### src/rtl/hsst_tx_framer.sv
// Purpose : drains the TX FIFO read port and frames words for the HSST lane as
//           SOF, payload (1..MAX_LEN words), CRC-16-CCITT, EOF, then an idle gap.
// Latency : tx_data/tx_charisk are registered; the word reflects the previous cycle's state.
// Backpr. : none. The lane takes one word per rd_clk; FIFO underrun ends the frame early.
//
// Ports:
//   rd_clk, rd_rst            TX user clock, async active-high reset
//   enable                    allow new frames to start (sampled in IDLE only)
//   fifo_rd_empty/data/en     FIFO read port; data valid one cycle after accepted read
//   tx_data, tx_charisk       registered lane word and per-byte K flags
//   busy                      high from SOF through EOF
//   frame_cnt                 completed frames, wraps
module hsst_tx_framer #(
  parameter int unsigned MAX_LEN   = 256,
  parameter int unsigned IDLE_MIN  = 8,
  parameter logic [15:0] CRC_INIT  = 16'hFFFF,
  parameter logic [15:0] IDLE_WORD = 16'h50BC,
  parameter logic [15:0] SOF_WORD  = 16'h00FB,
  parameter logic [15:0] EOF_WORD  = 16'h00FD
) (
  input  logic        rd_clk,
  input  logic        rd_rst,
  input  logic        enable,
  input  logic        fifo_rd_empty,
  input  logic [15:0] fifo_rd_data,
  output logic        fifo_rd_en,
  output logic [15:0] tx_data,
  output logic [1:0]  tx_charisk,
  output logic        busy,
  output logic [15:0] frame_cnt
);

  typedef enum logic [2:0] {
    ST_IDLE    = 3'd0,
    ST_SOF     = 3'd1,
    ST_PAYLOAD = 3'd2,
    ST_CRC     = 3'd3,
    ST_EOF     = 3'd4,
    ST_GAP     = 3'd5
  } state_t;

  localparam logic [8:0] MAX_LEN_C = 9'(MAX_LEN);
  localparam logic [7:0] GAP_C     = 8'(IDLE_MIN);

  state_t      state_q;
  logic [8:0]  cnt_q;
  logic [7:0]  gap_q;
  logic [15:0] crc_q;
  logic [15:0] tx_data_q;
  logic [1:0]  tx_charisk_q;
  logic [15:0] frame_cnt_q;

  // One 16-bit word through CRC-16-CCITT (poly 0x1021), MSB first. XOR-ing the
  // whole word in up front is equivalent to bit-serial feedback when the data
  // width equals the CRC width.
  function automatic logic [15:0] crc16_step(input logic [15:0] crc,
                                             input logic [15:0] data);
    logic [15:0] c;
    c = crc ^ data;
    for (int i = 0; i < 16; i++) begin
      if (c[15]) c = (c << 1) ^ 16'h1021;
      else       c = c << 1;
    end
    return c;
  endfunction

  // In SOF the FIFO is known non-empty, but gating with empty keeps the read
  // strobe clean even if that guarantee is ever broken upstream.
  always_comb begin
    fifo_rd_en = 1'b0;
    case (state_q)
      ST_SOF:     fifo_rd_en = ~fifo_rd_empty;
      ST_PAYLOAD: fifo_rd_en = ~fifo_rd_empty && (cnt_q < MAX_LEN_C);
      default:    fifo_rd_en = 1'b0;
    endcase
  end

  always_ff @(posedge rd_clk or posedge rd_rst) begin
    if (rd_rst) begin
      state_q      <= ST_IDLE;
      cnt_q        <= '0;
      gap_q        <= '0;
      crc_q        <= CRC_INIT;
      tx_data_q    <= IDLE_WORD;
      tx_charisk_q <= 2'b01;
      frame_cnt_q  <= '0;
    end else begin
      case (state_q)
        ST_IDLE: begin
          tx_data_q    <= IDLE_WORD;
          tx_charisk_q <= 2'b01;
          if (enable && !fifo_rd_empty) state_q <= ST_SOF;
        end
        ST_SOF: begin
          // First read is issued here; its data shows up in PAYLOAD.
          tx_data_q    <= SOF_WORD;
          tx_charisk_q <= 2'b01;
          crc_q        <= CRC_INIT;
          cnt_q        <= 9'd1;
          state_q      <= ST_PAYLOAD;
        end
        ST_PAYLOAD: begin
          // Payload is sent as data characters regardless of its byte values.
          tx_data_q    <= fifo_rd_data;
          tx_charisk_q <= 2'b00;
          crc_q        <= crc16_step(crc_q, fifo_rd_data);
          if (fifo_rd_en) cnt_q   <= cnt_q + 9'd1;
          else            state_q <= ST_CRC;
        end
        ST_CRC: begin
          tx_data_q    <= crc_q;
          tx_charisk_q <= 2'b00;
          state_q      <= ST_EOF;
        end
        ST_EOF: begin
          tx_data_q    <= EOF_WORD;
          tx_charisk_q <= 2'b01;
          frame_cnt_q  <= frame_cnt_q + 16'd1;
          gap_q        <= GAP_C;
          state_q      <= ST_GAP;
        end
        ST_GAP: begin
          // IDLE_MIN gap cycles plus the IDLE cycle that launches SOF give
          // IDLE_MIN+1 idle words between EOF and the next SOF.
          tx_data_q    <= IDLE_WORD;
          tx_charisk_q <= 2'b01;
          gap_q        <= gap_q - 8'd1;
          if (gap_q <= 8'd1) state_q <= ST_IDLE;
        end
        default: begin
          tx_data_q    <= IDLE_WORD;
          tx_charisk_q <= 2'b01;
          state_q      <= ST_IDLE;
        end
      endcase
    end
  end

  assign tx_data    = tx_data_q;
  assign tx_charisk = tx_charisk_q;
  assign frame_cnt  = frame_cnt_q;
  assign busy       = (state_q == ST_SOF) || (state_q == ST_PAYLOAD) ||
                      (state_q == ST_CRC) || (state_q == ST_EOF);

endmodule
### config.mk
export PLATFORM = sky130hd
export DESIGN_NAME = hsst_tx_framer
export DESIGN_NICKNAME = d
export VERILOG_FILES = /design/src/rtl/hsst_tx_framer.sv
export SDC_FILE = /design/constraint.sdc
export NUM_CORES = 1
export LEC_CHECK = 0
export ABC_AREA = 0
export CORE_UTILIZATION = 45
export DETAILED_ROUTE_END_ITERATION = 10
export DONT_BUFFER_PORTS = 1
export PLACE_DENSITY = 0.67
export SLEW_MARGIN = 0
export SYNTH_ARGS = -nofsm -noshare
export SYNTH_HDL_FRONTEND = slang
export SYNTH_SLANG_ARGS = --single-unit
### constraint.sdc
create_clock -name rd_clk -period 2.39 [get_ports rd_clk]
set_input_delay 0.239 -clock rd_clk [delete_from_list [all_inputs] [get_ports rd_clk]]
set_output_delay 0.239 -clock rd_clk [all_outputs]
set_load 0.02 [all_outputs]
==> impl_metrics.ini <==
[logic_synthesis]
synth_area_mm2 = 0.00366
yosysTopAreaCell = dfrtp_1
syn_nets = 374
yosysMostFrequentCell = dfrtp_1
synth-simple-area-share = 0.147
synth_edf_count = 0
ys_types = 51
syn_area_per_cell_um2 = 10.5
synthMuxAreaShare = 0.0331
yosys.area_share.adder = 0.0137
synth_top_area_frac = 0.307
synthTopCellsByArea = dfrtp_1 (31%), dfstp_2 (17%), xnor2_1 (9.3%)
yosysWarningCount = 0
synth_common_cells = dfrtp_1 (45), nor2_1 (43), xnor2_1 (39)
async_reset_ff_frac = 1.00
ys_ff_latch = 69
syn_inst = 350
synth_top_family_by_area = XOR/XNOR gates
synth_compound_area_frac = 0.0891
synth_xor_area_frac = 0.206
seq_area_frac_synth = 0.480
ys.flop_type = dfrtp_1

[timing]
layout_min_cycle_time_ns = 2.13
hold_slack_ns = 0.0284
hold_violations = 0
worstMarginPinSlew_ns = 0.540
slew_viol_final = 0
setup-tns-final_ns = 0
max_slew_margin = 0.639
period_share = 0.893
rsz0062_at_grt = false
fmaxAchievable_mhz = 468
setup_viol = 0
skew_ns = 0.00959

[place]
hpwl_um = 5340
place_congestion = 0.845
numPortBuffers = 0
place_area_mm2 = 0.00385

[cells_and_area]
area_growth_syn_to_layout_pct = 10.8
antenna_cells = 0
final.fill_count = 702
design_area_mm2 = 0.00406
final_layout_size_suffix_gt1_frac = 0.177
nets = 387
final_core_util = 0.520

[global_routing]
grt_pass1_wl_um = 12000
grt_usage = 0.186
antenna_found_initial = 0
grt_max_degree = 37
overflow = 0
grt_pass1_vias = 2458

[clocking]
htree_levels = 3
ctsRootBufferMaster = clkbuf_8
cts_made_buffers = 9
worstSkewPairLatency_ns = 0.35
clockBufferDepth = 2
cts.sinks = 69
cts.clk_slew.worst_paths_ns = 0.07
postCtsSetupBuffers = 0
cts_tree = built

[detailed_routing]
drc = 0
dr.pass1.iters = 4
drt_iter0_drc = 139
wirelength_um = 7450
top_layer = met4
wl_met2_um = 3650
drt-met1-wl_um = 3330
antenna_left = 0
vias = 2517
post_drt_wl_per_cell_um = 15.9
vias_per_cell = 5.36
wl_met3_um = 417

[min_path]
min_path_type = in2reg

[worst_setup_path]
endpoint_kind = primary output
critPathLaunchType = register
path_max_fanout = 11
worst_path_most_repeated_cell = nor2_1
worst-path-buf-inv = 1
crit_arrival_ns = 1.90
crit_chain = and2b_1, nand2b_2, nor2_1, nor2_1, nor2_1, buf_4
crit_type = reg2out
path_delay_family = simple AND/OR/NAND/NOR gates
required_ns = 2.15
crit_path_max_incr_delay_ns = 0.51
rrSetupSlack_ns = 0.26
crit_slowest_cell = dfrtp_1

[die]
ios = 56
start_util = 0.469
die_w_um = 92.2
dieArea_mm2 = 0.00851
rows = 32
fp.dieH_um = 92.2
core_mm2 = 0.00781

[power]
power_uw = 6220
p_comb_frac = 0.497
peakVddDrop_v = 0.00118
pwr-share-clk = 0.152
power.share.switching = 0.414
powerDensity_mw_per_mm2 = 1530
p_int_uw = 3640
p_seq_frac = 0.351
p_switching_uw = 2570
leakage_uw = 0.00182

[outcome]
status = finished clean

[run]
drv_cap = 0
==> worst paths after layout <==
| kind | start | to | cells past startpoint |
|---|---|---|---|
| worst max-delay path | state_q[2] | fifo_rd_en | 6 |
| worst min-delay path | fifo_rd_data[4] | tx_data[4] | 2 |
| worst max register to register | crc_q[14] | crc_q[14] | 6 |
| worst min register to register | crc_q[7] | crc_q[7] | 2 |
| max in group asynchronous | rd_rst | tx_data[12] | 3 |
| min in group asynchronous | rd_rst | cnt_q[6] | 3 |
==> worst register-to-register path, cell delays in order, from the launching register on <==
cell     delay, ns
dfstp_2       0.58
xor3_2        0.39
xnor3_2       0.47
xnor2_4       0.17
xnor2_1       0.20
o21ai_0       0.10
a21oi_1       0.16
==> power groups by stage <==
| stage | Sequential, uW | Clock (uW) | Combinational, uW |
|---|---|---|---|
| after global placement | 2190 | 0 | 3050 |
| after floorplan | 2070 | 0 | 2500 |
| after global routing | 2230 | 1020 | 3390 |
| final | 2180 | 945 | 3090 |
| after detailed placement | 2200 | 0 | 3080 |
| after CTS | 2190 | 979 | 3100 |
==> registers in the layout, summed over array words and instances, names as in the netlist <==
register,count
frame_cnt,16
tx_charisk,1
cnt_q,9
state_q,3
tx_data,16
gap_q,8
crc_q,16
==> metrics by stage <==
step                      std cells  worst slack (ns)
final                           470             0.255
after global routing            470            0.0716
after CTS                       470            0.0916
after detailed placement        453             0.245
after global placement          453             0.307
after floorplan                 350             0.331
==> routing by layer <==
metal  vias up  track usage
met5         -            0
met4         0       0.0664
met3         5       0.0605
met2        57        0.307
met1      1242        0.227
li1       1213            -
==> logic make-up (layout without fill, tap and decap cells) <==
| group | after synthesis | in the layout |
|---|---|---|
| adders and majority gates | 4 | 4 |
| AOI/OAI and AO/OA | 54 | 54 |
| and+or+nand+nor | 111 | 111 |
| buffers and inverters | 29 | 47 |
| other | 1 | 1 |
| muxes | 12 | 12 |
| DFF | 69 | 69 |
| xor gates and xnor gates | 70 | 70 |
==> cell usage in the layout (no fill, tap or decap), types with 2 or more instances in the layout <==
| cell type | Yosys | layout |
|---|---|---|
| nand3_1 | 7 | 7 |
| nand4b_1 | 2 | 2 |
| clkinvlp_4 | 0 | 4 |
| ha_1 | 4 | 4 |
| nor2_1 | 43 | 43 |
| nor3_1 | 2 | 2 |
| xnor3_1 | 5 | 5 |
| o31ai_1 | 4 | 4 |
| dfrtp_1 | 45 | 45 |
| o22a_1 | 3 | 3 |
| a21oi_1 | 25 | 25 |
| xor2_1 | 21 | 21 |
| xnor2_1 | 39 | 39 |
| a311oi_1 | 2 | 2 |
| dfstp_2 | 24 | 24 |
| o211ai_1 | 2 | 2 |
| inv_1 | 13 | 12 |
| o22ai_1 | 2 | 2 |
| buf_4 | 1 | 16 |
| mux2i_1 | 11 | 11 |
| and3_1 | 9 | 9 |
| nand2b_1 | 5 | 4 |
| nor4_1 | 2 | 2 |
| nand2_1 | 23 | 23 |
| o21ai_0 | 10 | 10 |
| nand4_1 | 6 | 6 |
| or4_1 | 2 | 2 |
| clkbuf_8 | 0 | 9 |
| nor2b_1 | 3 | 3 |
==> cell type report <==
cell class              count  area (um2)  share of cell area
multi-input cells         252        1800               0.442
flip-flops and latches     69        1760               0.433
repair buffers             17         130              0.0320
well taps                 102         128              0.0314
clock buffers               9         124              0.0305
clock inverters             7        73.8              0.0182
inverters                  14        52.6              0.0129
==> timing repair <==
action,in CTS,in global routing
endpoints found under the setup margin,0,1
hold endpoints to repair,45,0
gates resized for setup,0,1
hold buffers,1,0
Note: power is estimated with default switching activity, not from simulation.
